`src/rtl/bin2bcd_seq.sv`:
```
// bin2bcd_seq: sequential binary-to-BCD converter (shift-and-add-3), one
// iteration per clock. Feeds the display selection/scan stage.
//
// Ports:
//   clk      - system clock, rising-edge
//   rst_n    - synchronous reset, active-HIGH (name kept for codebase consistency)
//   start    - conversion request, sampled only while idle
//   bin_in   - binary value, captured on the edge that accepts start
//   busy     - high while a conversion is in progress
//   done     - one-cycle pulse marking a completed conversion
//   bcd_out  - packed BCD result, most significant digit in the top nibble
//   overflow - last captured value exceeded 10^DIGITS - 1 (result saturated)
module bin2bcd_seq #(
    parameter int unsigned BIN_W  = 14,
    parameter int unsigned DIGITS = 4
) (
    input  logic                  clk,
    input  logic                  rst_n,
    input  logic                  start,
    input  logic [BIN_W-1:0]      bin_in,
    output logic                  busy,
    output logic                  done,
    output logic [4*DIGITS-1:0]   bcd_out,
    output logic                  overflow
);

    localparam int unsigned BCD_W = 4 * DIGITS;
    localparam int unsigned SR_W  = BCD_W + BIN_W;
    localparam int unsigned CNT_W = $clog2(BIN_W + 1);
    // Comparison width wide enough for both the input and the 32-bit limit.
    localparam int unsigned CMP_W = (BIN_W > 32) ? BIN_W : 32;

    // Largest value representable in DIGITS decimal digits.
    function automatic logic [31:0] calc_max(input int unsigned n);
        logic [31:0] p;
        p = 32'd1;
        for (int unsigned i = 0; i < n; i++) begin
            p = p * 32'd10;
        end
        return p - 32'd1;
    endfunction

    localparam logic [31:0] MAX_VAL = calc_max(DIGITS);

    typedef enum logic {
        IDLE,
        SHIFT
    } state_t;

    state_t             state, state_nxt;
    logic [SR_W-1:0]    sr, sr_nxt;
    logic [SR_W-1:0]    adj;
    logic [SR_W-1:0]    shifted;
    logic [CNT_W-1:0]   cnt, cnt_nxt;
    logic               ovf_pend, ovf_pend_nxt;
    logic               busy_nxt;
    logic               done_nxt;
    logic [BCD_W-1:0]   bcd_nxt;
    logic               overflow_nxt;

    // State and output registers.
    always_ff @(posedge clk) begin
        if (rst_n) begin
            state    <= IDLE;
            sr       <= '0;
            cnt      <= '0;
            ovf_pend <= 1'b0;
            busy     <= 1'b0;
            done     <= 1'b0;
            bcd_out  <= '0;
            overflow <= 1'b0;
        end else begin
            state    <= state_nxt;
            sr       <= sr_nxt;
            cnt      <= cnt_nxt;
            ovf_pend <= ovf_pend_nxt;
            busy     <= busy_nxt;
            done     <= done_nxt;
            bcd_out  <= bcd_nxt;
            overflow <= overflow_nxt;
        end
    end

    // Next-state, datapath and output logic.
    always_comb begin
        state_nxt    = state;
        sr_nxt       = sr;
        cnt_nxt      = cnt;
        ovf_pend_nxt = ovf_pend;
        busy_nxt     = busy;
        done_nxt     = 1'b0;
        bcd_nxt      = bcd_out;
        overflow_nxt = overflow;

        // Add 3 to every BCD nibble >= 5 (no inter-nibble carry), then shift.
        adj = sr;
        for (int unsigned d = 0; d < DIGITS; d++) begin
            if (sr[BIN_W + 4*d +: 4] >= 4'd5) begin
                adj[BIN_W + 4*d +: 4] = sr[BIN_W + 4*d +: 4] + 4'd3;
            end
        end
        shifted = {adj[SR_W-2:0], 1'b0};

        case (state)
            IDLE: begin
                busy_nxt = 1'b0;
                if (start) begin
                    sr_nxt       = {{BCD_W{1'b0}}, bin_in};
                    cnt_nxt      = '0;
                    ovf_pend_nxt = (CMP_W'(bin_in) > CMP_W'(MAX_VAL));
                    busy_nxt     = 1'b1;
                    state_nxt    = SHIFT;
                end
            end
            SHIFT: begin
                sr_nxt  = shifted;
                cnt_nxt = cnt + CNT_W'(1);
                // Final iteration: publish the post-shift digits directly.
                if (cnt == CNT_W'(BIN_W - 1)) begin
                    bcd_nxt      = ovf_pend ? {DIGITS{4'h9}} : shifted[SR_W-1 -: BCD_W];
                    overflow_nxt = ovf_pend;
                    done_nxt     = 1'b1;
                    busy_nxt     = 1'b0;
                    state_nxt    = IDLE;
                end
            end
            default: begin
                state_nxt = IDLE;
            end
        endcase
    end

endmodule

```
`config.mk`:
```
export PLATFORM = sky130hd
export DESIGN_NAME = bin2bcd_seq
export DESIGN_NICKNAME = d
export VERILOG_FILES = /design/src/rtl/bin2bcd_seq.sv
export SDC_FILE = /design/constraint.sdc
export NUM_CORES = 1
export LEC_CHECK = 0
export ABC_AREA = 1
export CORE_MARGIN = 3
export CORE_UTILIZATION = 35
export CTS_BUF_LIST = sky130_fd_sc_hd__clkbuf_4 sky130_fd_sc_hd__clkbuf_8
export DETAILED_ROUTE_END_ITERATION = 16
export DONT_BUFFER_PORTS = 1
export PLACE_DENSITY = 0.6
export SLEW_MARGIN = 20
export SYNTH_ARGS = -nofsm -noshare
export SYNTH_HDL_FRONTEND = slang
export SYNTH_SLANG_ARGS = --single-unit
```
`constraint.sdc`:
```
create_clock -name clk -period 1.5 [get_ports clk]
set_input_delay 0.15 -clock clk [delete_from_list [all_inputs] [get_ports clk]]
set_output_delay 0.15 -clock clk [all_outputs]
set_load 0.02 [all_outputs]
```
* After elaboration in Yosys (flattened, before gate mapping)
Index checks and enable logic that the tools add are counted.
** Word-level totals
- Input bits :: 17
- Flip-flop bits (word level) :: 55
- Word-level logic and storage cells :: 40
** Operators by class
- Equal/unequal tests :: 3
- Multiplexer cells :: 15
- Reduce and logical (&&, ||, !) cells :: 3
- Bitwise logic cells :: 1
- Add/subtract/negate cells :: 5
- $lt $le $gt $ge :: 5
** Operator list (number)
- one-hot mux 30 bit (2 select lines) :: 1
- two-way mux 30 bit :: 1
- greater-or-equal comparator 4 x 3 -> 1 bit, second input constant :: 4
- two-way mux 16 bit :: 1
- two-way mux 4 bit :: 4
- > comparator 14 bit, second input constant :: 1
- adder 4 x 2 -> 4 bit, second input constant :: 3
- one-hot mux 4 bit (2 select lines) :: 1
- adder 4 x 1 -> 4 bit, second input constant :: 1
- == test 4 bit, second input constant :: 1
- two-way mux 1 bit :: 4
- one-hot mux 1 bit (2 select lines) :: 2
- AND reduction 2 bit :: 2
- adder 3 x 2 -> 3 bit, second input constant :: 1
- two-way mux 3 bit :: 1
- != test 2 x 1 -> 1 bit, second input constant :: 1
- != test 2 bit, second input constant :: 1
- OR reduction 2 bit :: 1
- NOT 1 bit :: 1

* Longest topological paths before layout
- Depth after elaboration :: 3
- Mapped depth :: 9
- Gate-level depth less buffers :: 9

* Least setup slack after synthesis
OpenSTA, ideal clock, no wires.
- Path type :: register to register
- From :: reg sr[14]
- To :: reg bcd_out[1]
- Required time :: 1369 ps
- Path buffers :: 0
- Arrival time :: 1093 ps
- Cell stages (with the launch flop) :: 9
- Period minus slack after synthesis :: 1223 ps
- Path slack :: 277 ps
- Cells stage by stage :: dfxtp_1 > inv_1 > ha_1 > inv_1 > nand2_1 > nand3_1 > nand2_1 > nand3_2 > a21oi_2
** Between the ends
- Longest elaborated chain between the ends :: 3
** RTL lines
- start, declared :: line 51 : logic [SR_W-1:0] sr, sr_nxt;
- start signal, assigned :: line 74 : sr <= sr_nxt;
- adder 4 x 2 -> 4 bit / greater-or-equal comparator 4 x 3 -> 1 bit (equally long branches) :: line 99, 98
- two-way mux 4 bit (*) :: line 98 : if (sr[BIN_W + 4*d +: 4] >= 4'd5) begin
- two-way mux 16 bit (*) :: line 120 : bcd_nxt = ovf_pend ? {DIGITS{4'h9}} : shifted[SR_W-1 -: BCD_W];
- end signal, assigned :: line 79 : bcd_out <= bcd_nxt;
- end, declared :: line 23 : output logic [4*DIGITS-1:0] bcd_out,
Every way passes the cells marked *; elsewhere a longest branch is shown, timed or not.
A chain may end at the register's enable or synchronous reset.

* Worst setup path after layout
- From :: reg sr[23]
- To :: reg bcd_out[9]
** Between the ends
- Longest elaborated chain between the ends :: 3
** RTL lines (line)
- greater-or-equal comparator 4 x 3 -> 1 bit :: 98
- two-way mux 4 bit :: 98
- two-way mux 16 bit :: 120
Every way passes these cells.

==> flow_metrics.tcl <==
set metrics [dict create \
    critical-path-max-stage-delay_ps 330 \
    ys.flop_type "dfxtp_1" \
    first_global_vias 2181 \
    synth_cells 374 \
    vias 2249 \
    tns_ps 0 \
    rr_endpoint "bcd_out[9]$_SDFFE_PP0P_" \
    cp-startpoint "sr[23]$_SDFFE_PP0P_" \
    io_pins 36 \
    instances_no_fill 477 \
    crit_top_cell "nand2_1" \
    crit_arrival_ps 1610 \
    seq_area_frac_synth_pct 42.1 \
    n_antenna_cell 0 \
    crit_end "bcd_out[9]$_SDFFE_PP0P_" \
    antenna_found_initial 0 \
    critical_path.cell_chain "inv_1, ha_1, inv_1, nand2_1, nand3_1, nand2_1, nand2_1, o21ai_0" \
    status "finished clean" \
    start_kind "flip-flop" \
    avgSynthCellArea_um2 6.99 \
    syn_nets 401 \
    insertion_delay_ps 310 \
    synth_top_cells_by_count "nand2_1 (125), dfxtp_1 (55), inv_1 (44)" \
    path_depth 8 \
    clock_skew_ps 7.59 \
    cap_violations 0 \
    antenna_left 0 \
    nNetsFinal 407 \
    ys_types 27 \
    design.die.area_um2 8540 \
    design_area_um2 2880 \
    cts_tree "built" \
    std_cell_rows 30 \
    leakage_nw 1.28 \
    path_buf_inv 2 \
    core-area_um2 7020 \
    ys_warn_count 0 \
    fin_hold_ws_ps 4.16 \
    critPathRequiredTime_ps 1750 \
    start_util_pct 37.3 \
    drc 0 \
    drt_iter0_drc 98 \
    synth.cell_area_um2 2620 \
    root_buffer "clkbuf_8" \
    cts.sinks 55 \
    irDropWorstVdd_uv 424 \
    yosysTopAreaCellShare_pct 42.1 \
    drive_gt1_share_pct 9.45 \
    cp_slowest_cell "dfxtp_1" \
    numCtsBuffers 5 \
    drt_wl_total_mm 5.77 \
    clk_pin_slew_worst_paths_ps 100 \
    period_share_pct 91.1 \
    min_path_type "in -> reg" \
    setup_viol 0 \
    dr.pass1.iters 4 \
    slew_headroom_pct 80.0 \
    track_usage_pct 14.5 \
    synth_area_leader_cell "dfxtp_1" \
    critPathMaxFanout 5 \
    grt_pass1_wl_mm 9.92 \
    worstSetupPathType "reg -> reg" \
    cp_top_family "simple AND/OR/NAND/NOR gates" \
    area_delta_synth_final_pct 9.95 \
    hpwl_mm 4.14 \
    r2r_cells 8 \
    endpoint_kind "flip-flop" \
    wire_per_inst_um 12.1 \
    synth_area_leaders "dfxtp_1 (42%), nand2_1 (18%), inv_1 (6.3%)" \
    rsz0062_at_grt "false" \
    vias_per_cell 4.71 \
    synth_edf_count 0 \
    worst_pin_slew_ps 299 \
    yosysMostFrequentCell "nand2_1" \
    die_w_um 92.4 \
    post-route-worst-setup-slack_ps 133 \
    synth_seq_cells 55 \
    grt_max_degree 28 \
    finalPower_mw 2.53 \
    hold_viol_final 0 \
    async_flop_share_pct 0 \
    fp.dieH_um 92.4 \
    io_buffers 0 \
    cts.htree.levels 2 \
    min_period_ps 1370 \
    cellPowerDensity_nw_per_um2 880 \
    final_max_slew_viol_count 0 \
    cts.path.max_buffers 2 \
    rr_startpoint "sr[23]$_SDFFE_PP0P_" \
    placed_cell_area_um2 2760 \
    post-place-ws_ps 112 \
    dp.cells 468 \
    grt_overflow 0 \
    globalplace.congestion 0.783 \
    fin_util_pct 41.0 \
    max_freq_mhz 732 \
    r2r_slack_ps 130 \
]
where the power goes:
| group | total (mW) | switching, mW | internal [mW] |
|---|---|---|---|
| Sequential | 1.51 | 0.0229 | 1.49 |
| Clock | 0.830 | 0.484 | 0.346 |
| Combinational | 0.187 | 0.117 | 0.0697 |
| Total | 2.53 | 0.625 | 1.91 |
layer usage:
layer,vias to the layer above,GRT usage (%),wire [µm]
li1,1202,-,-
met1,1013,17.9,2660
met2,28,23.1,2670
met3,6,4.71,359
met4,0,6.19,86
met5,-,0,0
worst min path at each step:
| stage | from | to | slack, ps | cells past startpoint |
|---|---|---|---|---|
| floorplan | bin_in[0] | sr[0]$_SDFFE_PP0P_ | 290 | 2 |
| global placement | rst_n | bcd_out[1]$_SDFFE_PP0P_ | 220 | 1 |
| detailed placement | rst_n | bcd_out[1]$_SDFFE_PP0P_ | 220 | 1 |
| CTS | bin_in[0] | sr[0]$_SDFFE_PP0P_ | 4 | 2 |
| global route | bin_in[0] | sr[0]$_SDFFE_PP0P_ | 30 | 2 |
| finish | bin_in[0] | sr[0]$_SDFFE_PP0P_ | 4 | 2 |
cell families (layout without fill, tap and decap cells):
family | after synthesis | in the layout | share of synthesized area [%]
AND/OR/NAND/NOR | 190 | 190 | 31.3
AO/OA/AOI/OAI | 57 | 57 | 11.7
flip-flops | 55 | 55 | 42.1
buffers and inverters | 62 | 69 | 10.0
adder cells (fa/ha/maj) | 10 | 10 | 4.78
area by class of cell:
class	instances	area (µm²)
inverter	47	176
tap	96	120
multi-input combinational	257	1260
timing repair buffer	14	130
fill	735	4140
clock buffer	6	76.3
sequential	55	1100
clock inverter	2	12.5
cells in the final DEF (no fill, tap or decap), types with 2 or more instances in the layout:
master    synthesis  final
nand2_1         125    125
o21ai_0          21     20
buf_12            0      2
nor2_2            2      2
dfxtp_2           0      2
nand4_1           9      9
a22oi_1           5      5
nor2_1           15     15
clkbuf_8          0      5
a21oi_1          27     27
dfxtp_1          55     53
ha_1             10     10
inv_2             3      3
nand3_2           1      2
inv_1            44     44
o21ai_1           1      2
buf_4             2     12
nand3_1          33     32
sequential cells by signal, summed over array words and instances (netlist names):
signal / flops
busy: 1
cnt: 4
state: 1
ovf_pend: 1
overflow: 1
bcd_out: 16
sr: 30
done: 1
timing repair:
action | in CTS | in global routing
endpoints found under the setup margin | 0 | 5
hold buffers | 1 | 0
buffers inserted | 0 | 0
endpoints found under the hold margin | 27 | 0
resized for setup | 0 | 4
Power figures use the tool's default switching activity.
==> edit (config.mk and constraints unchanged) <==
Add an input register stage for `start` and `bin_in`, without a reset; this delays them by one clock.
--- a/src/rtl/bin2bcd_seq.sv
+++ b/src/rtl/bin2bcd_seq.sv
@@ -31,2 +31,10 @@
     localparam int unsigned CMP_W = (BIN_W > 32) ? BIN_W : 32;
+
+    logic start_q;
+    logic [BIN_W-1:0] bin_q;
+
+    always_ff @(posedge clk) begin
+        start_q <= start;
+        bin_q   <= bin_in;
+    end
 
@@ -106,6 +114,6 @@
                 busy_nxt = 1'b0;
-                if (start) begin
-                    sr_nxt       = {{BCD_W{1'b0}}, bin_in};
+                if (start_q) begin
+                    sr_nxt       = {{BCD_W{1'b0}}, bin_q};
                     cnt_nxt      = '0;
-                    ovf_pend_nxt = (CMP_W'(bin_in) > CMP_W'(MAX_VAL));
+                    ovf_pend_nxt = (CMP_W'(bin_q) > CMP_W'(MAX_VAL));
                     busy_nxt     = 1'b1;
Function: changed (Yosys sat finds a counterexample within 4 cycles, from zero or initial values and one cycle with rst_n high).
==> edit against the unedited design <==
- the run now ends with hold timing left
- worst setup slack got worse by 0.052 ns
- cell area increased by 18%
- wire length increased by 7.3%
- non-clock buffer count increased by 10
- critical path depth unchanged
- sequential cell count increased by 15
- die area increased by 10%
- synthesized area increased by 11%
- clock skew decreased by 0.0021 ns
- count of clock-buffer cells in the layout increased by 5
- sequential share of layout area increased by 2.9 points
- power increased by 39%
- via count increased by 5.1%
- largest power group unchanged
- highest routed layer unchanged
==> edit: results (changes against the unedited design) <==
| Metric | Value |
|---|---|
| Status | finished, violations left (was finished, final reports clean) |
| Failing checks | hold timing |
| Share of cells above drive strength 1 | 9.976% (was 9.449%) |
| Largest cells by area after synthesis | dfxtp_1, nand2_1, inv_1, nand3_1, a21oi_1 (unchanged) |
| Hold slack | -0.1383 ns (was 0.004158 ns) |
| Dpl ws | 0.02417 ns (was 0.1123 ns) |
| Largest net degree at the start of global routing | 27 (was 28) |
| HP Start | rst_n (was bin_in[0]) |
| Regs by FF count | sr x30, bcd_out x16, bin_q x14 (was sr x30, bcd_out x16, cnt x4) |
| DP Area | 3004 sq um (was 2759 sq um) |
| Initial DRC count | 105 (was 98) |
| Drt pass-1 iters | 4 (unchanged) |
| Max IR drop VDD | 723.4 uV (was 424.4 uV) |
| Vias per Instance | 4.606 (was 4.715) |
| Average wire per standard cell | 12.07 um (was 12.10 um) |
| First-pass GRT wire length | 10450 um (was 9922 um) |
| Mean Syn Cell Area | 7.556 sq um (was 6.992 sq um) |
| Ant diodes | 0 (unchanged) |
| Net count after synthesis | 411 (was 401) |
| Vias in the first global route | 2222 (was 2181) |
| Most frequent cells after synthesis | nand2_1, dfxtp_1, inv_1, nand3_1, a21oi_1 (unchanged) |
| Yosys warning total | 0 (unchanged) |
| Post-DP HPWL | 4312 um (was 4135 um) |
| Static leakage | 1.494 nW (was 1.282 nW) |
| Post-synth cell types | 25 (was 27) |
| CTS H-tree lvls | 3 (was 2) |
| Total track usage | 13.58% (was 14.51%) |
| Final Skew | 0.005508 ns (was 0.007587 ns) |
| Final hold violations | 25 (was 0) |
| Fin crit period | 1.419 ns (was 1.367 ns) |
| Register area share after synthesis | 48.30% (was 42.11%) |
| Post-synth ARST share | 0% (unchanged) |
| Hold Buf Count CTS | 15 (was 1) |
| Hold crit path type | in2reg (unchanged) |
| CTS Buf Count | 9 (was 5) |
| Routability congestion estimate | 0.7991 (was 0.7828) |
| Clock Path Buffers | 2 (unchanged) |
| Root Buffer | clkbuf_8 (unchanged) |
| Port Buffer Count | 0 (unchanged) |
| Dpl cells | 479 (was 468) |
| Ys flop type | dfxtp_1 (unchanged) |
| Clk pin slew, worst setup/hold paths | 0.07 ns (was 0.10 ns) |
| Total number of vias | 2363 (was 2249) |
| Crit Path Max Fanout | 7 (was 5) |
| Relative slew slack | 75.18% (was 80.04%) |
| Initial antenna violation count | 0 (unchanged) |
| Startpoint Class | flop (unchanged) |
| Worst reg2reg startpoint | cnt[1] (was sr[23]) |
| Nets | 433 (was 407) |
| Clk Latency, worst-skew pair | 0.34 ns (was 0.31 ns) |
## edit: final timing paths
path,endpoint,slack (ns),cells after the start
setup / recovery,bcd_out[12],0.08,8
hold / removal,bcd_out[6],-0.14,1
setup reg to reg,bcd_out[12],0.08,8
hold reg to reg,sr[14],0.45,2
## edit: logic make-up after synthesis
family | share of synthesized area (%)
compound gates | 11.34
simple gates | 27.17
flops | 48.30
fa+ha+maj | 4.312
buf+inv | 8.883
## edit: repair_timing
action,in CTS,in global routing
endpoints found under the hold margin,40,25
endpoints found under the setup margin,0,32
setup buffers,0,2
resized for setup,0,12
## edit: routing by layer
metal	share of wire, %	GRT usage [%]
met5	0	0
met4	0.86	4.644
met3	4.3	4.882
met2	48	21.97
met1	47	16.76
## edit: worst max-delay path, stage by stage (launching register included)
cell     delay (ns)
dfxtp_1        0.34
inv_1          0.14
ha_4           0.16
nand4_4        0.19
nor2_4         0.19
buf_4          0.17
nand2_1        0.06
nand2_1        0.05
inv_1          0.04
## edit: cell type report
| cell class | instances | area [sq um] |
|---|---|---|
| clock buffer | 11 | 151.4 |
| clock inverter | 5 | 33.78 |
| fill | 802 | 4486 |
| inverter | 48 | 183.9 |
| multi-input combinational | 252 | 1275 |
| sequential | 70 | 1405 |
| tap | 102 | 127.6 |
| timing repair buffer | 24 | 217.7 |
| timing repair inverter | 1 | 7.507 |
## edit: power breakdown
part	internal, mW	leakage [nW]	switching [mW]
clock	0.686	0.0913	0.689
combinational	0.0809	0.828	0.110
sequential	1.91	0.574	0.0316
total	2.68	1.49	0.830
